`config.mk`:
```
export PLATFORM = sky130hd
export DESIGN_NAME = led_ring_decoder_flat
export DESIGN_NICKNAME = d
export VERILOG_FILES = /design/src/rtl/led_ring_decoder_pkg.sv /design/src/rtl/led_ring_decoder_if.sv /design/src/rtl/led_pattern_decode.sv /design/src/rtl/led_ring_decoder.sv /design/src/flat_wrapper.sv
export SDC_FILE = /design/constraint.sdc
export NUM_CORES = 1
export LEC_CHECK = 0
export CELL_PAD_IN_SITES_DETAIL_PLACEMENT = 0
export CELL_PAD_IN_SITES_GLOBAL_PLACEMENT = 1
export CORE_MARGIN = 1.5
export CORE_UTILIZATION = 38
export DETAILED_ROUTE_END_ITERATION = 10
export PLACE_DENSITY = 0.85
export SLEW_MARGIN = 20
export SYNTH_ARGS = -nofsm -noshare
export SYNTH_HDL_FRONTEND = slang
export SYNTH_SLANG_ARGS = --single-unit
export TNS_END_PERCENT = 50
```
`constraint.sdc`:
```
create_clock -name clk -period 10.7 [get_ports clk]
set_input_delay 2.14 -clock clk [delete_from_list [all_inputs] [get_ports clk]]
set_output_delay 2.14 -clock clk [all_outputs]
set_load 0.01 [all_outputs]
```
`src/rtl/led_ring_decoder_pkg.sv`:
```
`default_nettype none
// ============================================================================
// Module      : led_ring_decoder_pkg
// Description : Shared geometry, legal frame constants and types for the
//               LED ring decoder.
// Revision    : 1.0 - initial release
// ============================================================================
package led_ring_decoder_pkg;

    localparam int LED_ROWS = 3;
    localparam int LED_COLS = 4;
    localparam int LED_BITS = LED_ROWS * LED_COLS;

    // Bit index r*LED_COLS+c; each ring position lights two adjacent LEDs.
    localparam logic [LED_BITS-1:0] c_frame_s0 = 12'h011;
    localparam logic [LED_BITS-1:0] c_frame_s1 = 12'h022;
    localparam logic [LED_BITS-1:0] c_frame_s2 = 12'h044;
    localparam logic [LED_BITS-1:0] c_frame_s3 = 12'h088;
    localparam logic [LED_BITS-1:0] c_frame_s4 = 12'h880;
    localparam logic [LED_BITS-1:0] c_frame_s5 = 12'h440;
    localparam logic [LED_BITS-1:0] c_frame_s6 = 12'h220;
    localparam logic [LED_BITS-1:0] c_frame_s7 = 12'h110;

    typedef logic [2:0] ring_state_t;

    typedef enum logic [0:0] {
        UNSYNC = 1'b0,
        SYNC   = 1'b1
    } fsm_t;

    function automatic ring_state_t ring_delta(input ring_state_t from_st,
                                               input ring_state_t to_st);
        return ring_state_t'(to_st - from_st);
    endfunction

endpackage
`default_nettype wire

```
`src/rtl/led_ring_decoder_if.sv`:
```
`default_nettype none
// ============================================================================
// Module      : led_ring_decoder_if
// Description : Frame input stream and step output stream of the decoder.
// Revision    : 1.0 - initial release
// ============================================================================
interface led_ring_decoder_if;
    import led_ring_decoder_pkg::*;

    logic                pat_valid;
    logic [LED_BITS-1:0] pat;
    logic                pat_ready;
    logic                out_valid;
    logic                out_ready;
    logic                dir_bit;

    modport master (
        output pat_valid, pat, out_ready,
        input  pat_ready, out_valid, dir_bit
    );

    modport slave (
        input  pat_valid, pat, out_ready,
        output pat_ready, out_valid, dir_bit
    );

endinterface
`default_nettype wire

```
`src/rtl/led_pattern_decode.sv`:
```
`default_nettype none
// ============================================================================
// Module      : led_pattern_decode
// Description : Combinational map of an LED frame to {legal, ring state}.
// Revision    : 1.0 - initial release
// ============================================================================
module led_pattern_decode
    import led_ring_decoder_pkg::*;
(
    input  wire logic [LED_BITS-1:0] pat,
    output      logic                legal,
    output      ring_state_t         dec_state
);

    always_comb begin
        legal     = 1'b1;
        dec_state = 3'd0;
        unique case (pat)
            c_frame_s0: dec_state = 3'd0;
            c_frame_s1: dec_state = 3'd1;
            c_frame_s2: dec_state = 3'd2;
            c_frame_s3: dec_state = 3'd3;
            c_frame_s4: dec_state = 3'd4;
            c_frame_s5: dec_state = 3'd5;
            c_frame_s6: dec_state = 3'd6;
            c_frame_s7: dec_state = 3'd7;
            default:    legal     = 1'b0;
        endcase
    end

endmodule
`default_nettype wire

```
`src/rtl/led_ring_decoder.sv`:
```
`default_nettype none
// ============================================================================
// Module      : led_ring_decoder
// Description : Recovers direction bits from a sampled 8-position LED ring.
// Revision    : 1.0 - initial release
// ============================================================================
module led_ring_decoder
    import led_ring_decoder_pkg::*;
#(
    parameter int CNT_W = 8
) (
    input  wire logic             clk,
    input  wire logic             rst,
    led_ring_decoder_if.slave     bus,
    output      logic [2:0]       state,
    output      logic             synced,
    output      logic             err,
    output      logic [CNT_W-1:0] step_cnt,
    output      logic [CNT_W-1:0] err_cnt
);

    fsm_t             r_fsm, w_fsm_nxt;
    ring_state_t      r_state, w_state_nxt;
    logic             r_out_valid, r_dir_bit, r_err;
    logic [CNT_W-1:0] r_step_cnt, r_err_cnt;

    logic             w_legal, w_accept, w_emit, w_dir, w_err;
    ring_state_t      w_dec_state, w_delta;

    led_pattern_decode u_decode (
        .pat       (bus.pat),
        .legal     (w_legal),
        .dec_state (w_dec_state)
    );

    assign bus.pat_ready = !r_out_valid || bus.out_ready;
    assign w_accept      = bus.pat_valid && bus.pat_ready;
    assign w_delta       = ring_delta(r_state, w_dec_state);

    always_comb begin
        w_fsm_nxt   = r_fsm;
        w_state_nxt = r_state;
        w_emit      = 1'b0;
        w_dir       = 1'b0;
        w_err       = 1'b0;
        if (w_accept) begin
            if (!w_legal) begin
                w_err     = 1'b1;
                w_fsm_nxt = UNSYNC;
            end else if (r_fsm == UNSYNC) begin
                w_state_nxt = w_dec_state;
                w_fsm_nxt   = SYNC;
            end else begin
                unique case (w_delta)
                    3'd0: ;  // repeated frame: nothing moves
                    3'd1: begin
                        w_emit      = 1'b1;
                        w_dir       = 1'b1;
                        w_state_nxt = w_dec_state;
                    end
                    3'd7: begin
                        w_emit      = 1'b1;
                        w_state_nxt = w_dec_state;
                    end
                    default: begin
                        w_err       = 1'b1;
                        w_state_nxt = w_dec_state;
                    end
                endcase
            end
        end
    end

    always_ff @(posedge clk) begin
        if (rst) begin
            r_fsm       <= UNSYNC;
            r_state     <= 3'd0;
            r_out_valid <= 1'b0;
            r_dir_bit   <= 1'b0;
            r_err       <= 1'b0;
            r_step_cnt  <= '0;
            r_err_cnt   <= '0;
        end else begin
            r_fsm   <= w_fsm_nxt;
            r_state <= w_state_nxt;
            r_err   <= w_err;
            // An accept implies the buffer is empty or draining this cycle.
            if (w_emit) begin
                r_out_valid <= 1'b1;
                r_dir_bit   <= w_dir;
            end else if (bus.out_ready) begin
                r_out_valid <= 1'b0;
            end
            if (w_emit && (r_step_cnt != {CNT_W{1'b1}}))
                r_step_cnt <= r_step_cnt + 1'b1;
            if (w_err && (r_err_cnt != {CNT_W{1'b1}}))
                r_err_cnt <= r_err_cnt + 1'b1;
        end
    end

    assign bus.out_valid = r_out_valid;
    assign bus.dir_bit   = r_dir_bit;
    assign state         = r_state;
    assign synced        = (r_fsm == SYNC);
    assign err           = r_err;
    assign step_cnt      = r_step_cnt;
    assign err_cnt       = r_err_cnt;

endmodule
`default_nettype wire

```
`src/flat_wrapper.sv`:
```
// flat-port wrapper written by rule: the top's interface ports become plain ports
module led_ring_decoder_flat import led_ring_decoder_pkg::*;
#(
    parameter int CNT_W = 8
)
  (clk, rst, state, synced, err, step_cnt, err_cnt, bus_pat_valid, bus_pat, bus_out_ready, bus_pat_ready, bus_out_valid, bus_dir_bit);
  led_ring_decoder_if bus_i ();
  input  wire logic clk;
  input  wire logic rst;
  output      logic [2:0] state;
  output      logic synced;
  output      logic err;
  output      logic [CNT_W-1:0] step_cnt;
  output      logic [CNT_W-1:0] err_cnt;
  input wire logic [$bits(bus_i.pat_valid)-1:0] bus_pat_valid;
  input wire logic [$bits(bus_i.pat)-1:0] bus_pat;
  input wire logic [$bits(bus_i.out_ready)-1:0] bus_out_ready;
  output wire logic [$bits(bus_i.pat_ready)-1:0] bus_pat_ready;
  output wire logic [$bits(bus_i.out_valid)-1:0] bus_out_valid;
  output wire logic [$bits(bus_i.dir_bit)-1:0] bus_dir_bit;
  assign bus_i.pat_valid = bus_pat_valid;
  assign bus_i.pat = bus_pat;
  assign bus_i.out_ready = bus_out_ready;
  assign bus_pat_ready = bus_i.pat_ready;
  assign bus_out_valid = bus_i.out_valid;
  assign bus_dir_bit = bus_i.dir_bit;
  led_ring_decoder #(.CNT_W(CNT_W)) u_core (.clk(clk), .rst(rst), .bus(bus_i), .state(state), .synced(synced), .err(err), .step_cnt(step_cnt), .err_cnt(err_cnt));
endmodule
```
==> impl_metrics.yaml, run 1 <==
yosys:
  synth_edf_count: 0
  ys_ff_latch: 23
  synthArstFlopShare_pct: 0
  syn_area_mm2: 0.00145
  ys_seq_area_share_pct: 31.8
  avgSynthCellArea_um2: 8.62
  syn-num-nets: 188
  synth_cell_type_count: 46
  synth_flop_cell: "dfxtp_1"
  syn_inst: 168
  yosysWarningCount: 0
detailed_routing:
  vias: 1410
  wirelength_mm: 3.40
  ant_nets: 0
  routed_via_density: 5.53
  drt_iter0_markers: 27
  dr.pass1.iters: 4
  drc: 0
  routedWlPerCell_um: 13.3
grt:
  grt_pass1_wl_mm: 5.93
  grt_max_degree: 32
  antenna_found_initial: 0
  grt_use_total_pct: 17.4
  overflow: 0
  grt_pass1_vias: 1374
timing:
  fmax_ghz: 0.173
  layout_setup_ws_ns: 4.92
  rsz0062_at_grt: "false"
  worst_pin_slew_ns: 0.578
  finalSetupTns_ns: 0
  hold_viol: 0
  finalSetupViolCount: 0
  maxSlewViolCount: 0
  slew_headroom_pct: 61.1
  min_period_ns: 5.78
  period_share_pct: 54.0
  fin_skew_ns: 0.00114
critical_path:
  r2r-start: "u_core.state[0]"
  worstPathRequired_ns: 10.86
  cp_num_buf_inv: 1
  crit_fanout: 10
  crit_chain: "clkdlybuf4s50_1 -> nor4_1 -> o211ai_1 -> and2_1 -> fa_1 -> xnor2_2 -> mux2i_1 -> a22oi_1 -> nor4_4 -> nand4_1 -> mux2_1"
  critical-path-top-delay-family: "simple AND/OR/NAND/NOR gates"
  cpPeakStageDelay_ns: 0.57
  cp-start-kind: "input port"
  critPathArrivalTime_ns: 5.94
  r2r_cells: 8
  r2r-end: "u_core.err_cnt[5]"
  end_kind: "flip-flop"
  path_class: "input port to flip-flop"
  r2r_slack_ns: 7.83
  cp_slowest_cell: "nor4_1"
placement:
  io_buffers: 39
  hpwl_mm: 2.60
  dp_cells: 251
  place_congestion: 0.785
  pre_cts_ws_ns: 4.66
  place_area_mm2: 0.00188
floorplanning:
  fp.dieH_um: 64.8
  die_w_um: 64.8
  die_area_mm2: 0.00419
  initial_core_util_pct: 39.6
  num_io_pins: 40
  core_area_mm2: 0.00366
  rows: 22
flow_run:
  drv_cap: 0
min_path:
  min_path_type: "flip-flop to flip-flop"
  hold_path_end: "u_core.state[0]"
  hp-start: "u_core.state[0]"
  holdPathStages: 2
power:
  switching_share_pct: 24.1
  intPower_w: 0.000124
  power.density_mw_per_mm2: 84.5
  p_leak_nw: 0.688
  switchingPower_w: 0.0000393
  ir_worst_vdd_v: 0.0000410
  pwr-share-clk_pct: 33.8
  seqPwrFrac_pct: 54.0
  power_frac_comb_pct: 12.1
run_status:
  outcome: "finished clean"
clocking:
  clk_transition_reported_paths_ns: 0.08
  clock-sinks: 23
  clk_latency_ns: 0.27
  cts_setup_buffers: 0
  cts_root_buf: "clkbuf_8"
  postCtsHoldBufs: 0
  h-tree-depth: 1
  clock_path_buffers: 2
  cts_tree: "yes"
  cts_buffers: 3
  cts_resized: 0
layout:
  final_cell_area_mm2: 0.00193
  finalNonFillerCells: 255
  final_cell_mix: "38 x clkdlybuf4s50_1, 23 x dfxtp_1, 17 x nor2_1"
  drive_above_1_share_pct: 9.18
  syn2layout_area_growth_pct: 32.9
  layout_commonest_cell: "clkdlybuf4s50_1"
  n_antenna_cell: 0
  fin_nets: 228
==> state kept, by name, indices dropped and copies added (netlist names) <==
register / flops
u_core.synced: 1
u_core.step_cnt: 8
u_core.err_cnt: 8
u_core.err: 1
u_core.bus.out_valid: 1
u_core.state: 3
u_core.bus.dir_bit: 1
==> cells in the mapped netlist (2+ instances only) <==
cell type / instances / area (um^2)
xor2_1: 2 / 17.5
o211ai_1: 3 / 22.5
nor4_1: 4 / 25.0
clkbuf_1: 3 / 11.3
a22oi_1: 3 / 22.5
nor4_2: 2 / 25.0
mux2_2: 3 / 33.8
mux2_1: 3 / 33.8
nor2_1: 17 / 63.8
nor2b_1: 6 / 37.5
nand2_1: 9 / 33.8
ha_1: 3 / 37.5
o21ai_0: 7 / 35.0
or3_1: 4 / 25.0
nor3_1: 5 / 25.0
inv_1: 2 / 7.51
nand3_1: 6 / 30.0
nor4bb_1: 8 / 80.1
a31o_2: 2 / 17.5
a21oi_1: 13 / 65.1
nand2b_1: 5 / 31.3
nand4_1: 4 / 25.0
dfxtp_1: 23 / 460
a22o_1: 2 / 17.5
o211ai_2: 2 / 25.0
and3_1: 4 / 25.0
mux2i_1: 4 / 40.0
==> worst max path at each step <==
| stage | endpoint | start | depth (start not counted) | slack, ns |
|---|---|---|---|---|
| 2_1_floorplan | u_core.err_cnt[5] | bus_pat[2] | 11 | 5.57 |
| 3_3_place_gp | u_core.err_cnt[5] | bus_pat[7] | 12 | 4.81 |
| 3_5_place_dp | u_core.err_cnt[5] | bus_pat[6] | 11 | 4.66 |
| 4_1_cts | u_core.err_cnt[5] | bus_pat[6] | 11 | 4.92 |
| 5_1_grt | u_core.err_cnt[7] | bus_pat[6] | 11 | 4.68 |
| 6_report | u_core.err_cnt[5] | bus_pat[6] | 11 | 4.92 |
==> cells by family (layout without fill, tap and decap cells) <==
logic type / after synthesis / after routing / synth area share (%)
and+or+nand+nor: 83 / 83 / 34.9
AOI/OAI and AO/OA: 38 / 38 / 17.4
muxes: 10 / 10 / 7.43
buffers and inverters: 6 / 45 / 1.55
DFF: 23 / 23 / 31.8
adders and majority gates: 4 / 4 / 3.97
xor gates and xnor gates: 4 / 4 / 2.94
==> area by class of cell <==
class / instances / area (um^2)
Timing Repair Buffer: 39 / 385
Inverter: 2 / 7.51
Clock inverter: 1 / 5.00
Tap cell: 48 / 60.1
Multi-Input combinational cell: 139 / 966
Fill cell: 338 / 1740
Sequential cell: 23 / 460
Clock buffer: 3 / 41.3
==> routing by layer <==
metal  wire, um  GRT usage, %  up-vias
met5          0             0        -
met4         48          6.38        0
met3         74          1.56        5
met2       1660          31.3       23
met1       1610          21.4      665
li1           -             -      717
==> worst min-delay path, delay by kind of cell, from the launching register on <==
family | cells | cell delay (ns)
flops | 1 | 0.33
compound gates | 2 | 0.13
==> through the flow <==
step,util (%),hold slack [ns],total power (W)
global placement,51.5,0.492,0.000110
CTS,52.7,0.526,0.000165
floorplan,-,0.515,0.0000985
detailed placement,51.5,0.512,0.000110
finish,52.6,0.512,0.000163
global route,52.6,0.551,0.000171
==> power groups by stage <==
stage	sequential [W]	combinational [W]	clock, W
global route	0.0000882	0.0000216	0.0000607
finish	0.0000880	0.0000198	0.0000550
global placement	0.0000899	0.0000196	0
floorplan	0.0000904	0.00000811	0
CTS	0.0000880	0.0000201	0.0000572
detailed placement	0.0000900	0.0000201	0
No activity file was read; power rests on OpenSTA's default activity.
==> run 2: changes to the inputs <==
--- a/config.mk
+++ b/config.mk
@@ -8,9 +8,9 @@
 export CELL_PAD_IN_SITES_DETAIL_PLACEMENT = 0
 export CELL_PAD_IN_SITES_GLOBAL_PLACEMENT = 1
 export CORE_MARGIN = 1.5
-export CORE_UTILIZATION = 38
+export CORE_UTILIZATION = 31
 export DETAILED_ROUTE_END_ITERATION = 10
-export PLACE_DENSITY = 0.85
+export PLACE_DENSITY = 0.74
 export SLEW_MARGIN = 20
 export SYNTH_ARGS = -nofsm -noshare
 export SYNTH_HDL_FRONTEND = slang
==> constraint.sdc (replaced) <==
create_clock -name clk -period 4.8 [get_ports clk]
set_input_delay 0.96 -clock clk [delete_from_list [all_inputs] [get_ports clk]]
set_output_delay 0.96 -clock clk [all_outputs]
set_load 0.01 [all_outputs]
==> run 2 against run 1 <==
Effect of this change: final cell count increased by 2.7%; cell area increased by 1.6%; utilization decreased by 8.3 points; critical endpoint is now u_core.err_cnt[6]; highest routed layer unchanged; flip-flop and latch count unchanged; critical path type unchanged.
==> impl_metrics.yaml, run 2 (synthesis gave the netlist of run 1 again) <==
run_status:
  outcome: "finished clean"
critical_path:
  r2r-start: "u_core.state[0]"
  r2r-end: "u_core.err_cnt[6]"
  cpPeakStageDelay_ns: 0.66
  worstPathRequired_ns: 4.96
  cp_num_buf_inv: 1
  path_class: "input port to flip-flop"
  end_kind: "flip-flop"
  crit_fanout: 8
  crit_chain: "clkdlybuf4s50_1 -> nor4bb_1 -> a22o_1 -> a22oi_1 -> ha_1 -> fa_1 -> nor2_1 -> mux2i_1 -> a22oi_1 -> or3_1 -> or2_1 -> mux2_1"
  cp_slowest_cell: "fa_1"
  cp-start-kind: "input port"
  cp_common_cell: "a22oi_1"
  critPathArrivalTime_ns: 4.49
  critical-path-top-delay-family: "simple AND/OR/NAND/NOR gates"
  r2r_cells: 8
  r2r_slack_ns: 2.21
power:
  p_leak_nw: 0.697
  ir_worst_vdd_v: 0.000163
  power.density_mw_per_mm2: 186
timing:
  maxSlewViolCount: 0
  timing.hold.ws_ns: 0.515
  fin_skew_ns: 0.00624
  min_period_ns: 4.33
  hold_viol: 0
  fmax_ghz: 0.231
  rsz0062_at_grt: "false"
  slew_headroom_pct: 63.5
  worst_pin_slew_ns: 0.548
  finalSetupTns_ns: 0
  period_share_pct: 90.2
  finalSetupViolCount: 0
placement:
  place_congestion: 0.925
  io_buffers: 39
  place_area_mm2: 0.00191
  dp_cells: 258
  hpwl_mm: 2.65
clocking:
  postCtsHoldBufs: 0
  clock-sinks: 23
  cts_setup_buffers: 0
  clock_path_buffers: 2
  h-tree-depth: 1
  cts_buffers: 3
  cts_root_buf: "clkbuf_8"
  clk_transition_reported_paths_ns: 0.08
  cts_tree: "yes"
  clk_latency_ns: 0.27
  cts_resized: 0
floorplanning:
  initial_core_util_pct: 32.8
  die_area_mm2: 0.00509
  rows: 24
  fp.dieH_um: 71.4
  core_area_mm2: 0.00441
  die_w_um: 71.4
  num_io_pins: 40
min_path:
  holdPathStages: 2
  hold_path_end: "u_core.state[0]"
  hp-start: "u_core.state[0]"
  min_path_type: "flip-flop to flip-flop"
grt:
  grt_pass1_vias: 1298
  grt_max_degree: 32
  grt_pass1_wl_mm: 5.95
  overflow: 0
  grt_use_total_pct: 14.1
  grt_use_met1_pct: 18.2
  grt.busiest_layer: "met2"
  met2_usage_pct: 24.0
  grtUsageMet3_pct: 3.52
  antenna_found_initial: 0
layout:
  syn2layout_area_growth_pct: 35.0
  utilization_pct: 44.3
  fin_nets: 231
  layout_commonest_cell: "clkdlybuf4s50_1"
  finalNonFillerCells: 262
  final_cell_mix: "38 x clkdlybuf4s50_1, 23 x dfxtp_1, 17 x nor2_1"
  final_cell_area_mm2: 0.00196
  n_antenna_cell: 0
  drive_above_1_share_pct: 10.5
  multi_input_area_um2: 966
  seq_area_um2: 460
  n_fill_cell: 407
detailed_routing:
  ant_nets: 0
  routed_via_density: 5.48
  vias: 1437
  wirelength_mm: 3.47
  drt_iter0_markers: 113
  routedWlPerCell_um: 13.2
  drc: 0
  dr.pass1.iters: 4
flow_run:
  drv_cap: 0
run 2: cell types whose count changed in the layout (fill, tap and decap cells not counted):
cell,delta
clkinv_2,-1
clkinvlp_4,+1
buf_4,+3
run 2: tightest hold or removal path: cells and delay by family (launching register included):
kind	cells	cell delay [ns]
DFF	1	0.33
AOI/OAI and AO/OA	2	0.13
run 2: power breakdown:
part | total [W] | switching [W] | internal, W
sequential | 0.000196 | 0.00000294 | 0.000193
clock | 0.000123 | 0.0000643 | 0.0000587
combinational | 0.0000449 | 0.0000204 | 0.0000245
run 2: layout make-up:
cell class / count / share of cell area (%)
clock buffers: 3 / 2.11
clock inverters: 1 / 0.384
inverters: 2 / 0.384
multi-input cells: 139 / 49.4
flip-flops and latches: 23 / 23.5
well taps: 52 / 3.33
repair buffers: 42 / 20.9
run 2: metal layers:
| layer | share of wire, % | vias up | wire length, um |
|---|---|---|---|
| met5 | 0 | - | 0 |
| met4 | 0.58 | 0 | 20 |
| met3 | 5.2 | 2 | 179 |
| met2 | 48 | 44 | 1650 |
| met1 | 47 | 670 | 1610 |
| li1 | - | 721 | - |
run 2: stage by stage:
stage,power [W],setup WS (ns)
final,0.000364,0.470
after global routing,0.000382,0.325
after CTS,0.000371,0.479
after detailed placement,0.000246,0.211
after global placement,0.000245,0.323
after floorplan,0.000220,0.851
run 2: worst max path at each step:
stage / cells past startpoint / slack (ns) / start / endpoint
global route: 12 / 0.32 / bus_pat[8] / u_core.step_cnt[7]
detailed placement: 12 / 0.21 / bus_pat[7] / u_core.step_cnt[7]
global placement: 12 / 0.32 / bus_pat[7] / u_core.err_cnt[6]
finish: 12 / 0.47 / bus_pat[7] / u_core.err_cnt[6]
CTS: 12 / 0.48 / bus_pat[7] / u_core.err_cnt[6]
floorplan: 11 / 0.85 / bus_pat[2] / u_core.err_cnt[5]
